`config.mk`:
```
export PLATFORM = sky130hd
export DESIGN_NAME = mips_mem_arbiter
export DESIGN_NICKNAME = d
export VERILOG_FILES = /design/src/rtl/mips_mem_arbiter.sv
export SDC_FILE = /design/constraint.sdc
export NUM_CORES = 1
export LEC_CHECK = 0
export ABC_CLOCK_PERIOD_IN_PS = 14500
export CELL_PAD_IN_SITES_DETAIL_PLACEMENT = 2
export CELL_PAD_IN_SITES_GLOBAL_PLACEMENT = 2
export CORE_MARGIN = 5
export CORE_UTILIZATION = 28
export DETAILED_ROUTE_END_ITERATION = 10
export PLACE_DENSITY_LB_ADDON = 0.3
export SYNTH_ARGS = -nofsm -noshare
export SYNTH_HDL_FRONTEND = slang
export SYNTH_SLANG_ARGS = --single-unit
```
`constraint.sdc`:
```
create_clock -name clk -period 14.5 [get_ports clk]
set_input_delay 2.9 -clock clk [delete_from_list [all_inputs] [get_ports clk]]
set_output_delay 2.9 -clock clk [all_outputs]
set_load 0.01 [all_outputs]
```
`src/rtl/mips_mem_arbiter.sv`:
```
// Arbitrates the instruction-fetch and data ports onto one single-port memory bus.
// One transaction in flight at a time; a watchdog converts a stalled access into an error ack.
module mips_mem_arbiter #(
   parameter int unsigned ADDR_W  = 32,
   parameter int unsigned DATA_W  = 32,
   parameter int unsigned TIMEOUT = 255,
   parameter bit          FAIR    = 1'b1
) (
   input  logic              clk,
   input  logic              reset,
   input  logic              i_req,
   input  logic [ADDR_W-1:0] i_addr,
   output logic              i_ack,
   output logic [DATA_W-1:0] i_rdata,
   output logic              i_err,
   input  logic              d_req,
   input  logic [ADDR_W-1:0] d_addr,
   input  logic [DATA_W-1:0] d_wdata,
   input  logic              d_rd_wr,
   output logic              d_ack,
   output logic [DATA_W-1:0] d_rdata,
   output logic              d_err,
   output logic              mem_req,
   output logic [ADDR_W-1:0] mem_addr,
   output logic [DATA_W-1:0] mem_wdata,
   output logic              mem_rd_wr,
   input  logic [DATA_W-1:0] mem_rdata,
   input  logic              mem_ack,
   output logic              busy,
   output logic              owner
);

   localparam int unsigned CNT_W = (TIMEOUT > 1) ? $clog2(TIMEOUT) : 1;
   localparam logic [CNT_W-1:0] CNT_LAST = (TIMEOUT == 0) ? '0 : CNT_W'(TIMEOUT - 1);

   typedef enum logic [1:0] {StIdle, StBusy, StResp} state_e;

   state_e           r_state;
   state_e           w_state_next;
   logic             r_last_owner;
   logic [CNT_W-1:0] r_cnt;
   logic             w_grant;
   logic             w_grant_d;
   logic             w_timeout;

   assign w_timeout = (TIMEOUT != 0) && (r_cnt == CNT_LAST);

   always_comb begin
      w_state_next = r_state;
      w_grant      = 1'b0;
      // On contention the fair mode hands the bus to whoever did not have it last.
      if (i_req && d_req) begin
         w_grant_d = FAIR ? ~r_last_owner : 1'b1;
      end else begin
         w_grant_d = d_req;
      end
      unique case (r_state)
         StIdle: begin
            if (i_req || d_req) begin
               w_grant      = 1'b1;
               w_state_next = StBusy;
            end
         end
         StBusy: begin
            if (mem_ack || w_timeout) begin
               w_state_next = StResp;
            end
         end
         StResp:  w_state_next = StIdle;
         default: w_state_next = StIdle;
      endcase
   end

   always_ff @(posedge clk or posedge reset) begin
      if (reset) begin
         r_state <= StIdle;
      end else begin
         r_state <= w_state_next;
      end
   end

   always_ff @(posedge clk or posedge reset) begin
      if (reset) begin
         i_ack        <= 1'b0;
         i_rdata      <= '0;
         i_err        <= 1'b0;
         d_ack        <= 1'b0;
         d_rdata      <= '0;
         d_err        <= 1'b0;
         mem_req      <= 1'b0;
         mem_addr     <= '0;
         mem_wdata    <= '0;
         mem_rd_wr    <= 1'b1;
         busy         <= 1'b0;
         owner        <= 1'b0;
         r_last_owner <= 1'b1;
         r_cnt        <= '0;
      end else begin
         unique case (r_state)
            StIdle: begin
               if (w_grant) begin
                  owner   <= w_grant_d;
                  mem_req <= 1'b1;
                  busy    <= 1'b1;
                  r_cnt   <= '0;
                  if (w_grant_d) begin
                     mem_addr  <= d_addr;
                     mem_wdata <= d_wdata;
                     mem_rd_wr <= d_rd_wr;
                  end else begin
                     mem_addr  <= i_addr;
                     mem_rd_wr <= 1'b1;
                  end
               end
            end
            StBusy: begin
               // A mem_ack on the timeout edge takes precedence over the error.
               if (mem_ack || w_timeout) begin
                  mem_req      <= 1'b0;
                  r_last_owner <= owner;
                  if (owner) begin
                     d_ack <= 1'b1;
                     d_err <= ~mem_ack;
                     if (!mem_ack) begin
                        d_rdata <= '0;
                     end else if (mem_rd_wr) begin
                        d_rdata <= mem_rdata;
                     end
                  end else begin
                     i_ack   <= 1'b1;
                     i_err   <= ~mem_ack;
                     i_rdata <= mem_ack ? mem_rdata : '0;
                  end
               end else begin
                  r_cnt <= r_cnt + 1'b1;
               end
            end
            StResp: begin
               i_ack <= 1'b0;
               i_err <= 1'b0;
               d_ack <= 1'b0;
               d_err <= 1'b0;
               busy  <= 1'b0;
            end
            default: ;
         endcase
      end
   end

endmodule
```
==> reports/metrics.json <==
{
  "floorplanning": {
    "dieHeight_um": 155,
    "die_area_um2": 24100,
    "core_area_um2": 20900,
    "starting_utilization_of_the_core_area_pct": 28.3,
    "die-width_um": 155,
    "fp-row-count": 53,
    "pin_count": 270
  },
  "worst_setup_path": {
    "rr_startpoint": "r_cnt[0]",
    "setup.worst_path.start": "mem_ack",
    "timing.reg2reg.setup_slack_ns": 12.31,
    "worst-setup-path-type": "input port to flip-flop",
    "critical_path_required_ns": 14.79,
    "worstSetupStartpointType": "input port",
    "highest_net_fanout_along_the_worst_path": 32,
    "critPathCaptureType": "flip-flop",
    "cp_data_arrival_time_ns": 4.87
  },
  "power": {
    "p_per_area_nw_per_um2": 219,
    "p_leak_nw": 4.10,
    "irDropWorstVdd_v": 0.0000904
  },
  "clocking": {
    "clock_tree.root_cell": "sky130_fd_sc_hd__clkbuf_16",
    "tritoncts": "done",
    "clock_tree.htree_level_count": 4,
    "insertion_delay_ns": 0.42,
    "postCtsSetupRepairBufs": 0,
    "tritoncts.num_buffers": 17,
    "clock_sink_count": 147,
    "cts.repair.resized": 0,
    "cts-hold-fix-buffers": 0,
    "max_clock_buf_depth": 2,
    "post_cts_clock_slew_at_the_launch_and_capture_registers_of_the_worst_setup_and_hold_paths_ns": 0.06
  },
  "synth": {
    "count_of_flip_flops_with_a_built_in_enable_after_synthesis": 0,
    "synth.top_cells.by_area": "sky130_fd_sc_hd__dfrtp_1, sky130_fd_sc_hd__a22o_1, sky130_fd_sc_hd__mux2_2",
    "postSynthNetCount": 580,
    "post-synth-top-area-cell": "sky130_fd_sc_hd__dfrtp_1",
    "synth_top_flop_cell": "sky130_fd_sc_hd__dfrtp_1",
    "synth.cell_area_um2": 5920,
    "syn-mean-instance-area_um2": 13.3,
    "share_of_synthesized_area_occupied_by_flip_flops_and_latches_pct": 62.2,
    "synthMostInstantiatedCell": "sky130_fd_sc_hd__dfrtp_1",
    "number_of_storage_elements_in_the_synthesis_netlist": 147,
    "yosys.cell_types.count": 42,
    "synthesis.yosys.warnings": 0,
    "post_synth_inst_count": 444,
    "synthTopCellsByCount": "sky130_fd_sc_hd__dfrtp_1, sky130_fd_sc_hd__a22o_1, sky130_fd_sc_hd__nand2_1",
    "postSynth.asyncResetShare_pct": 100,
    "synthDominantCellAreaShare_pct": 61.3
  },
  "sta": {
    "fmaxAchievable_mhz": 218,
    "setup-violations-final": 0,
    "worst_margin_slew_ns": 1.08,
    "hold_violations": 0,
    "finalCriticalPeriod_ns": 4.58,
    "finalWorstSetupSlack_ns": 9.92,
    "rsz0062_at_grt": "no",
    "timing.setup.tns_ns": 0,
    "min_period_over_period_pct": 31.6,
    "slew_headroom_pct": 28.1,
    "fin_skew_ns": 0.0109,
    "slew_viol_final": 0
  },
  "place": {
    "place.port_buffers": 269,
    "place.detailed.hpwl_um": 16200,
    "placement_stage_worst_setup_slack_ns": 9.48,
    "gpl.final_weighted_congestion": 0.767
  },
  "cells_and_area": {
    "fillerInstances": 2084,
    "final_layout_size_suffix_gt1_share_pct": 11.8,
    "area_growth_syn_to_layout_pct": 59.9,
    "layout.nets": 846,
    "antenna_cells": 0
  },
  "global_route": {
    "grt_max_degree": 84,
    "number_of_global_route_vias_before_repair": 5560,
    "global_route.overflow_total": 0,
    "grt_pass1_wl_um": 33700,
    "grtUsageTotal_pct": 18.1,
    "antenna_found_initial": 0
  },
  "routing": {
    "drt.antenna.violating_nets": 0,
    "routed_wl_um": 21800,
    "initialDrtViolationCount": 211,
    "routed-via-count": 4837,
    "drc": 0,
    "detail_route.vias_per_cell": 4.85,
    "detail_route.wl_per_cell_um": 21.9,
    "detail_route.first_pass.iterations": 6
  },
  "worst_hold_path": {
    "min-delay-start": "mem_addr[14]",
    "worst_min_delay_path_class": "flip-flop to flip-flop"
  },
  "flow_run": {
    "max_cap_viol_count": 0
  },
  "status": {
    "run_status": "finished, final reports clean"
  }
}
-- per-stage QoR --
step	utilization, %	instances	power (W)	instance area, µm²	hold slack [ns]
after CTS	45.3	998	0.00211	9460	0.488
final	45.3	998	0.00208	9460	0.480
after global placement	42.2	966	0.00157	8820	0.462
after floorplan	-	444	0.00109	5920	0.494
after global routing	45.3	998	0.00219	9460	0.513
after detailed placement	42.2	966	0.00162	8820	0.473
-- registers in the layout, indices dropped and copies added, names as in the netlist --
name	flops
busy	1
d_ack	1
d_err	1
d_rdata	32
i_ack	1
i_err	1
i_rdata	32
mem_addr	32
mem_rd_wr	1
mem_req	1
mem_wdata	32
owner	1
r_cnt	8
r_last_owner	1
r_state	2
-- logic make-up (layout without fill, tap and decap cells) --
family | after synthesis | count (layout) | synth area share, %
buf+inv | 33 | 312 | 3.70
fa+ha+maj | 2 | 2 | 0.423
mux | 66 | 66 | 11.9
flops | 147 | 147 | 62.2
compound gates | 129 | 129 | 16.1
simple gates | 67 | 67 | 5.63
-- layer usage --
layer	vias up	global-route usage, %	wire length, µm
met3	39	4.12	970
met5	-	0	0
met1	2483	19.7	8050
li1	2163	-	-
met4	0	7.09	646
met2	152	33.8	12200
-- final timing paths --
check,endpoint,depth (start not counted)
setup / recovery,d_rdata[23],5
hold reg to reg,mem_addr[14],2
setup reg to reg,d_rdata[23],6
hold / removal,mem_addr[14],2
max in group asynchronous,i_rdata[13],3
min in group asynchronous,d_rdata[23],2
-- cell type report --
| cell class | count | area [µm²] | area share, % |
|---|---|---|---|
| clock inverter | 14 | 203 | 2.14 |
| tap | 275 | 344 | 3.64 |
| timing repair buffer | 275 | 2740 | 28.9 |
| clock buffer | 18 | 429 | 4.54 |
| multi-input combinational | 264 | 2040 | 21.6 |
| sequential | 147 | 3680 | 38.9 |
| inverter | 5 | 23.8 | 0.251 |
-- critical path, cell delays in order --
cell                              delay [ns]
sky130_fd_sc_hd__clkdlybuf4s50_1        0.51
sky130_fd_sc_hd__nand4b_1               0.23
sky130_fd_sc_hd__o21ai_1                0.17
sky130_fd_sc_hd__nand3_2                0.60
sky130_fd_sc_hd__a22o_1                 0.44
-- placed cells by master, fill, tap and decap left out, drive strengths merged, types with 3 or more instances in the layout --
cell,netlist,layout
clkdlybuf4s50,0,269
dfrtp,145,145
a22o,65,65
nand2,46,46
o21ai,41,41
mux2,34,34
mux2i,32,32
clkbuf,2,18
inv,5,8
a21oi,7,7
nand3,7,7
buf,26,6
nor2,6,6
a31oi,4,4
bufinv,0,4
clkinv,0,4
o21a,3,3
clkinvlp,0,3
-- where the power goes --
| part | total (W) | switching (W) | internal, W |
|---|---|---|---|
| clock network | 0.000470 | 0.000179 | 0.000291 |
| logic | 0.000878 | 0.000387 | 0.000490 |
| registers | 0.000728 | 0.000129 | 0.000600 |
(Power assumes the default switching activity.)
